[src/rtl/width_packer.sv]
// width_packer: collects narrow val/rdy lanes into RATIO-lane wide words.
// Lane 0 is in the LSBs. A word is emitted when it fills, when a lane carries
// end-of-packet, or when a flush is requested. A partial word reports its lane
// count in o_cnt, and the unused upper lanes are zero.
module width_packer #(
    parameter int IN_BITS = 8,
    parameter int RATIO   = 4
) (
    input  logic                         i_clk,
    input  logic                         i_rst_n,
    input  logic                         i_val,
    input  logic [IN_BITS-1:0]           i_dat,
    input  logic                         i_eop,
    output logic                         o_rdy,
    input  logic                         i_flush,
    output logic                         o_val,
    output logic [IN_BITS*RATIO-1:0]     o_dat,
    output logic                         o_eop,
    output logic [$clog2(RATIO+1)-1:0]   o_cnt,
    input  logic                         i_rdy
);

    localparam int CNT_W    = $clog2(RATIO + 1);
    localparam int OUT_BITS = IN_BITS * RATIO;
    localparam logic [CNT_W-1:0] LAST_LANE = CNT_W'(RATIO - 1);
    localparam logic [CNT_W-1:0] CNT_ONE   = CNT_W'(1);

    // A single-lane "word" is meaningless; stop elaboration outright.
    if (RATIO < 2) begin : g_ratio_check
        $fatal(1, "width_packer: RATIO must be at least 2");
    end

    logic [CNT_W-1:0]    cnt_reg, cnt_next;
    logic [OUT_BITS-1:0] acc_reg, acc_next;
    logic                o_val_reg, o_val_next;
    logic [OUT_BITS-1:0] o_dat_reg, o_dat_next;
    logic                o_eop_reg, o_eop_next;
    logic [CNT_W-1:0]    o_cnt_reg, o_cnt_next;

    logic                out_free;
    logic                lane_take;
    logic                emit;
    logic [OUT_BITS-1:0] merged;

    // Output register can take a new word when it is empty or being drained.
    // o_rdy depends only on registered state, i_rdy and reset.
    assign out_free  = ~o_val_reg | i_rdy;
    assign o_rdy     = i_rst_n & out_free;
    assign lane_take = i_val & o_rdy;

    // Accumulator with the incoming lane dropped into slot cnt_reg.
    for (genvar gi = 0; gi < RATIO; gi++) begin : g_lane
        assign merged[gi*IN_BITS +: IN_BITS] =
            (lane_take && (cnt_reg == CNT_W'(gi))) ? i_dat
                                                   : acc_reg[gi*IN_BITS +: IN_BITS];
    end

    // Emit on a full word, on end-of-packet, or on flush (never an empty word).
    // A flush while the output is held is dropped; the caller re-asserts it.
    assign emit = out_free &
                  ((lane_take & ((cnt_reg == LAST_LANE) | i_eop | i_flush)) |
                   (~lane_take & i_flush & (cnt_reg != '0)));

    // Next-state selection for the lane counter, accumulator and output word.
    always_comb begin
        cnt_next   = cnt_reg;
        acc_next   = acc_reg;
        o_val_next = o_val_reg;
        o_dat_next = o_dat_reg;
        o_eop_next = o_eop_reg;
        o_cnt_next = o_cnt_reg;
        if (emit) begin
            o_val_next = 1'b1;
            o_dat_next = merged;
            o_eop_next = lane_take & i_eop;
            o_cnt_next = lane_take ? (cnt_reg + CNT_ONE) : cnt_reg;
            cnt_next   = '0;
            acc_next   = '0;
        end else begin
            if (lane_take) begin
                cnt_next = cnt_reg + CNT_ONE;
                acc_next = merged;
            end
            if (out_free) begin
                o_val_next = 1'b0;
            end
        end
    end

    // State registers with synchronous active-low reset; reset drops any partial word.
    always_ff @(posedge i_clk) begin
        if (!i_rst_n) begin
            cnt_reg   <= '0;
            acc_reg   <= '0;
            o_val_reg <= 1'b0;
            o_dat_reg <= '0;
            o_eop_reg <= 1'b0;
            o_cnt_reg <= '0;
        end else begin
            cnt_reg   <= cnt_next;
            acc_reg   <= acc_next;
            o_val_reg <= o_val_next;
            o_dat_reg <= o_dat_next;
            o_eop_reg <= o_eop_next;
            o_cnt_reg <= o_cnt_next;
        end
    end

    assign o_val = o_val_reg;
    assign o_dat = o_dat_reg;
    assign o_eop = o_eop_reg;
    assign o_cnt = o_cnt_reg;

endmodule
[config.mk]
export PLATFORM = sky130hd
export DESIGN_NAME = width_packer
export DESIGN_NICKNAME = d
export VERILOG_FILES = /design/src/rtl/width_packer.sv
export SDC_FILE = /design/constraint.sdc
export NUM_CORES = 1
export LEC_CHECK = 0
export ABC_AREA = 1
export ABC_CLOCK_PERIOD_IN_PS = 3000
export BUFFER_PORTS_ARGS = -buffer_cell sky130_fd_sc_hd__buf_2
export CORE_ASPECT_RATIO = 0.75
export CORE_MARGIN = 3
export CORE_UTILIZATION = 55
export CTS_CLUSTER_SIZE = 28
export DETAILED_ROUTE_END_ITERATION = 7
export GPL_ROUTABILITY_DRIVEN = 0
export PLACE_DENSITY = 0.79
export SYNTH_ARGS = -nofsm -noshare
export SYNTH_HDL_FRONTEND = slang
export SYNTH_SLANG_ARGS = --single-unit
[constraint.sdc]
create_clock -name i_clk -period 3 [get_ports i_clk]
set_clock_uncertainty 0.1 [all_clocks]
set_input_delay 0.3 -clock i_clk [delete_from_list [all_inputs] [get_ports i_clk]]
set_output_delay 0.3 -clock i_clk [all_outputs]
set_load 0.01 [all_outputs]
==> results of run 1 <==
-- power groups by stage --
| stage | clock network (mW) | logic [mW] | registers, mW |
|---|---|---|---|
| 2_1_floorplan | 0 | 0.110 | 1.01 |
| 3_3_place_gp | 0 | 0.164 | 1.01 |
| 3_5_place_dp | 0 | 0.169 | 1.01 |
| 4_1_cts | 0.766 | 0.169 | 0.984 |
| 5_1_grt | 0.805 | 0.190 | 0.986 |
| 6_report | 0.756 | 0.170 | 0.984 |
-- area by class of cell --
cell class / count / area, um^2
flip-flops and latches: 72 / 1440
fillers: 411 / 1430
multi-input cells: 268 / 1200
repair buffers: 55 / 285
clock buffers: 11 / 141
well taps: 57 / 71.3
clock inverters: 5 / 56.3
inverters: 14 / 52.6
-- tightest hold or removal path: stages --
cell,delay (ps)
buf_2,140
nand2_1,90
a21oi_1,60
-- metal layers --
layer  up-vias  routed length, um
met5         -                  0
met4         0                116
met3        15                543
met2        88               3080
met1      1192               2750
li1       1300                  -
-- logic make-up after synthesis --
kind of cell | count (synthesis) | synth area share [%]
and+or+nand+nor | 217 | 32.6
DFF | 72 | 51.8
AOI/OAI and AO/OA | 46 | 8.36
buffers and inverters | 31 | 5.03
adders and majority gates | 5 | 2.25
-- worst paths after layout --
check                           startpoint          end  slack [ps]  cells past startpoint
worst max-delay path            cnt_reg[0]  acc_reg[29]         830                     10
worst min-delay path              i_dat[7]   acc_reg[7]         180                      3
worst max register to register  cnt_reg[0]  acc_reg[29]         830                     10
worst min register to register   o_dat[22]    o_dat[22]         370                      2
-- cells in the final DEF, fill, tap and decap left out, drive strengths merged --
cell type / instances
buf: 55
nand4: 2
nand2: 152
inv: 14
nand3: 54
clkinv: 3
clkinvlp: 1
nor2: 9
a21boi: 1
bufinv: 1
dfxtp: 72
o21ai: 13
ha: 5
a21oi: 32
clkbuf: 11
==> flow_metrics.py, run 1 <==
metrics = {
    "yosys": {
        "ys_seq_area_share_pct": 51.8,
        "synth.area.top_cells": "dfxtp_1 52%, nand2_1 20%, nand3_1 9.5%",
        "synthDistinctLibCells": 18,
        "ys_warn_count": 0,
        "synth_top_area_cell": "dfxtp_1",
        "synth_edf_count": 0,
        "syn-num-nets": 390,
        "synth-async-reset-ratio_pct": 0,
        "synthFlopType": "dfxtp_1",
        "syn_avg_cell_area_um2": 7.50,
        "netlist_instances": 371,
        "ys_ff_latch": 72,
        "synthTopCellsByCount": "149 x nand2_1, 72 x dfxtp_1, 53 x nand3_1, 32 x a21oi_1, 13 x o21ai_0",
        "synthMostInstantiatedCell": "nand2_1",
        "yosysTopAreaCellShare_pct": 51.8,
        "synth_area_um2": 2780,
    },
    "route": {
        "drc": 0,
        "postRouteWirelength_mm": 6.50,
        "dr_total_vias": 2595,
        "firstDrtPassIters": 5,
        "drt_iter0_drc": 237,
        "vias_per_cell": 5.38,
        "drtAntennaViolNets": 0,
        "wl_per_cell_um": 13.5,
    },
    "clocking": {
        "cts_tree": "done",
        "clk_path_buf_depth": 2,
        "htree_levels": 3,
        "numCtsBuffers": 9,
        "clk_pin_slew_ps": 70,
        "post-cts-setup-buffer-count": 0,
        "clock_sinks": 72,
        "cts_resized": 0,
        "worst_skew_pair.late_latency_ps": 340,
        "cts_hold_buffers": 0,
        "cts_root_buffer": "clkbuf_8",
    },
    "power_and_ir_drop": {
        "power_mw": 1.91,
        "p_sw_share_pct": 25.4,
        "p_per_area_nw_per_um2": 587,
        "p_clk_share_pct": 39.6,
        "p_comb_share_pct": 8.9,
        "p_leak_nw": 1.69,
        "intPower_mw": 1.42,
        "power_frac_seq_pct": 51.5,
        "switchingPower_mw": 0.485,
        "vdd_drop_max_mv": 0.553,
    },
    "layout": {
        "syn_to_final_growth_pct": 16.8,
        "nNetsFinal": 439,
        "fin_util_pct": 69.5,
        "diodes": 0,
        "layout.cells.non_filler": 482,
        "fin_area_um2": 3250,
        "drive_gt1_share_pct": 18.1,
    },
    "floorplan": {
        "core_um2": 4680,
        "die-height_um": 67.6,
        "rows": 21,
        "ios": 52,
        "start_util_pct": 59.5,
        "die_w_um": 88.2,
        "die_area_um2": 5960,
    },
    "setup_path": {
        "crit_path_end_kind": "register",
        "crit_path_cell_trace": "inv_1 -> ha_1 -> nand2_2 -> nand2_1 -> nand2_1 -> nand3_1 -> buf_4 -> nand2_1 -> buf_4 -> a21oi_1",
        "required_ps": 3110,
        "cp_num_buf_inv": 3,
        "worst_setup_path_start_kind": "register",
        "worstPathArrival_ps": 2280,
        "cp_max_fo": 35,
        "cpPeakStageDelay_ps": 400,
        "path_common_cell": "nand2_1",
        "criticalPathCategory": "reg -> reg",
        "cp_slowest_cell": "dfxtp_1",
        "cp_top_family": "buffers and inverters",
    },
    "global_routing": {
        "met3_usage_pct": 9.02,
        "met1_usage_pct": 28.4,
        "gr-max-usage-layer": "met2",
        "grt-ovfl-total": 0,
        "grt_pass1_wl_mm": 10.8,
        "grt_pass1_vias": 2476,
        "use_met2_pct": 40.5,
        "track_usage_pct": 24.1,
        "grt_max_degree": 41,
        "antenna_found_initial": 0,
    },
    "timing": {
        "fmax_ghz": 0.461,
        "finalHoldViolCount": 0,
        "worstMarginPinSlew_ps": 568,
        "relSlewSlack_pct": 62.1,
        "period_needed_ps": 2170,
        "rsz0062_at_grt": "no",
        "setup_tns_ps": 0,
        "setup_viol": 0,
        "worst_slack_ps": 830,
        "finalCritPeriodShare_pct": 72.3,
        "maxSlewViolCount": 0,
        "holdWs_ps": 185,
    },
    "placement": {
        "hpwl_mm": 4.38,
        "post-place-ws_ps": 798,
        "placed_cells": 466,
        "portBuffers": 51,
        "placed_area_um2": 3050,
    },
    "outcome": {
        "status": "completed",
    },
    "worst_hold_path": {
        "hold_class": "in -> reg",
    },
    "run": {
        "max_cap_violations": 0,
    },
}
Note: power is estimated with default switching activity, not from simulation.
==> run 2: changes to the inputs <==
Settings changed: ABC_AREA 1 to 0, ABC_CLOCK_PERIOD_IN_PS 3000 to 2100, CORE_UTILIZATION 55 to 54, PLACE_DENSITY 0.79 to 0.78.
Clock period 3 ns to 2.1 ns, I/O delays scaled along.
==> flow_metrics.py, run 2 <==
metrics = {
    "timing": {
        "setup_tns_ps": 0,
        "period_needed_ps": 1970,
        "relSlewSlack_pct": 69.3,
        "setup_viol": 0,
        "finalHoldViolCount": 0,
        "holdWs_ps": 35.7,
        "finalCritPeriodShare_pct": 93.6,
        "fmax_ghz": 0.508,
        "rsz0062_at_grt": "no",
        "worstMarginPinSlew_ps": 461,
        "maxSlewViolCount": 0,
    },
    "clocking": {
        "post-cts-setup-buffer-count": 0,
        "cts_tree": "done",
        "clk_path_buf_depth": 2,
        "numCtsBuffers": 9,
        "cts_resized": 0,
        "clock_sinks": 72,
        "cts_hold_buffers": 0,
        "cts_root_buffer": "clkbuf_8",
        "clk_pin_slew_ps": 70,
        "worst_skew_pair.late_latency_ps": 340,
        "htree_levels": 3,
    },
    "global_routing": {
        "grt_pass1_wl_mm": 8.87,
        "grt_max_degree": 36,
        "track_usage_pct": 21.0,
        "grt_pass1_vias": 1760,
        "antenna_found_initial": 0,
        "grt-ovfl-total": 0,
    },
    "yosys": {
        "synth_top_family_by_area": "compound AO/OA/AOI/OAI gates",
        "synthFlopType": "dfxtp_1",
        "netlist_instances": 220,
        "synthMostInstantiatedCell": "dfxtp_1",
        "syn_avg_cell_area_um2": 12.0,
        "synthTopCellsByCount": "72 x dfxtp_1, 35 x nor2_1, 32 x mux2i_1, 25 x o2bb2ai_1, 10 x o2bb2ai_2",
        "synth.area.top_cells": "dfxtp_1 54%, mux2i_1 12%, o2bb2ai_1 8.3%",
        "yosys.area_share.simple_pct": 9.50,
        "syn-num-nets": 239,
        "synth_xor_area_share_pct": 0.331,
        "synthDistinctLibCells": 30,
        "synth_area_um2": 2650,
        "ys_seq_area_share_pct": 54.5,
        "synthMuxAreaShare_pct": 12.5,
        "yosysTopAreaCellShare_pct": 54.5,
        "synth_top_area_cell": "dfxtp_1",
        "synth-compound-area-share_pct": 16.5,
        "synth_edf_count": 0,
        "synth-async-reset-ratio_pct": 0,
        "ys_warn_count": 0,
        "ys_ff_latch": 72,
        "synthAdderAreaFrac_pct": 2.36,
    },
    "setup_path": {
        "worstPathArrival_ps": 2140,
        "criticalPathCategory": "reg -> reg",
        "required_ps": 2280,
        "worst_setup_path_start_kind": "register",
        "cp_max_fo": 17,
        "crit_path_end_kind": "register",
    },
    "layout": {
        "most-common-layout-cells": "72 x dfxtp_1, 51 x buf_2, 35 x nor2_1, 32 x mux2i_1, 25 x o2bb2ai_1",
        "syn_to_final_growth_pct": 20.4,
        "fill_cells": 366,
        "diodes": 0,
        "final_common_cell": "dfxtp_1",
        "nNetsFinal": 294,
        "drive_gt1_share_pct": 32.9,
    },
    "floorplan": {
        "die_w_um": 86.8,
        "die-height_um": 66.6,
        "core_um2": 4600,
        "start_util_pct": 57.6,
        "die_area_um2": 5790,
        "ios": 52,
        "rows": 21,
    },
    "power_and_ir_drop": {
        "vdd_drop_max_mv": 0.604,
        "p_comb_share_pct": 8.0,
        "intPower_mw": 2.15,
        "p_per_area_nw_per_um2": 884,
        "p_leak_nw": 1.49,
        "switchingPower_mw": 0.668,
        "p_sw_share_pct": 23.7,
        "power_frac_seq_pct": 49.6,
        "p_clk_share_pct": 42.4,
    },
    "route": {
        "drt_iter0_drc": 72,
        "drtAntennaViolNets": 0,
        "drc": 0,
        "vias_per_cell": 5.39,
        "firstDrtPassIters": 4,
        "wl_per_cell_um": 16.6,
        "dr_total_vias": 1815,
        "postRouteWirelength_mm": 5.58,
    },
    "placement": {
        "portBuffers": 51,
        "hpwl_mm": 3.52,
    },
    "worst_hold_path": {
        "hold_class": "in -> reg",
    },
    "run": {
        "max_cap_violations": 0,
    },
    "outcome": {
        "status": "completed",
    },
}
==> run 2: power groups by stage <==
| stage | clock, mW | sequential, mW | combinational, mW |
|---|---|---|---|
| after floorplan | 0 | 1.43 | 0.143 |
| after global placement | 0 | 1.43 | 0.208 |
| after detailed placement | 0 | 1.43 | 0.210 |
| after CTS | 1.22 | 1.40 | 0.212 |
| after global routing | 1.27 | 1.40 | 0.244 |
| final | 1.19 | 1.40 | 0.225 |
==> run 2: final cells by class <==
type / instances / area [um^2] / area share (%)
tap: 57 / 71.3 / 2.24
clock buffer: 10 / 128 / 4.01
clock inverter: 6 / 92.6 / 2.91
timing repair buffer: 57 / 343 / 10.8
multi-input combinational: 132 / 1100 / 34.5
inverter: 3 / 11.3 / 0.353
sequential: 72 / 1440 / 45.2
==> run 2: through the flow <==
step | area (um^2) | setup WS (ps) | power, mW | utilization, % | cells
4_1_cts | 3150 | 69.6 | 2.82 | 68.6 | 336
5_1_grt | 3190 | 32.6 | 2.91 | 69.3 | 337
6_report | 3190 | 133 | 2.82 | 69.3 | 337
3_3_place_gp | 2930 | 156 | 1.64 | 63.8 | 320
3_5_place_dp | 2930 | 96.7 | 1.64 | 63.8 | 320
2_1_floorplan | 2650 | 233 | 1.57 | - | 220
==> run 2: final timing paths <==
| kind | slack (ps) | start | end | depth (start not counted) |
|---|---|---|---|---|
| worst max-delay path | 130 | cnt_reg[0] | o_dat[27] | 7 |
| worst min-delay path | 40 | i_eop | o_eop | 3 |
| worst min register to register | 360 | o_dat[2] | o_dat[2] | 1 |
| worst max register to register | 130 | cnt_reg[0] | o_dat[27] | 7 |
==> run 2: routing by layer <==
metal | up-vias | global-route usage [%] | wire length [um]
met4 | 0 | 7.00 | 41
met2 | 53 | 31.3 | 2550
met3 | 7 | 9.02 | 354
met1 | 864 | 27.1 | 2640
met5 | - | 0 | 0
li1 | 891 | - | -
==> run 2: logic make-up (layout without fill, tap and decap cells) <==
group	after synthesis	in the layout
AOI/OAI and AO/OA	43	43
xor gates and xnor gates	1	1
adders and majority gates	5	5
buffers and inverters	16	76
DFF	72	72
muxes	33	33
and+or+nand+nor	50	50
==> run 2: critical path, cell delays in order, from the launching register on <==
cell,delay (ps)
dfxtp_1,350
ha_1,220
ha_1,200
or3_4,410
nand2_1,140
o21a_4,180
clkbuf_16,200
o2bb2ai_1,120
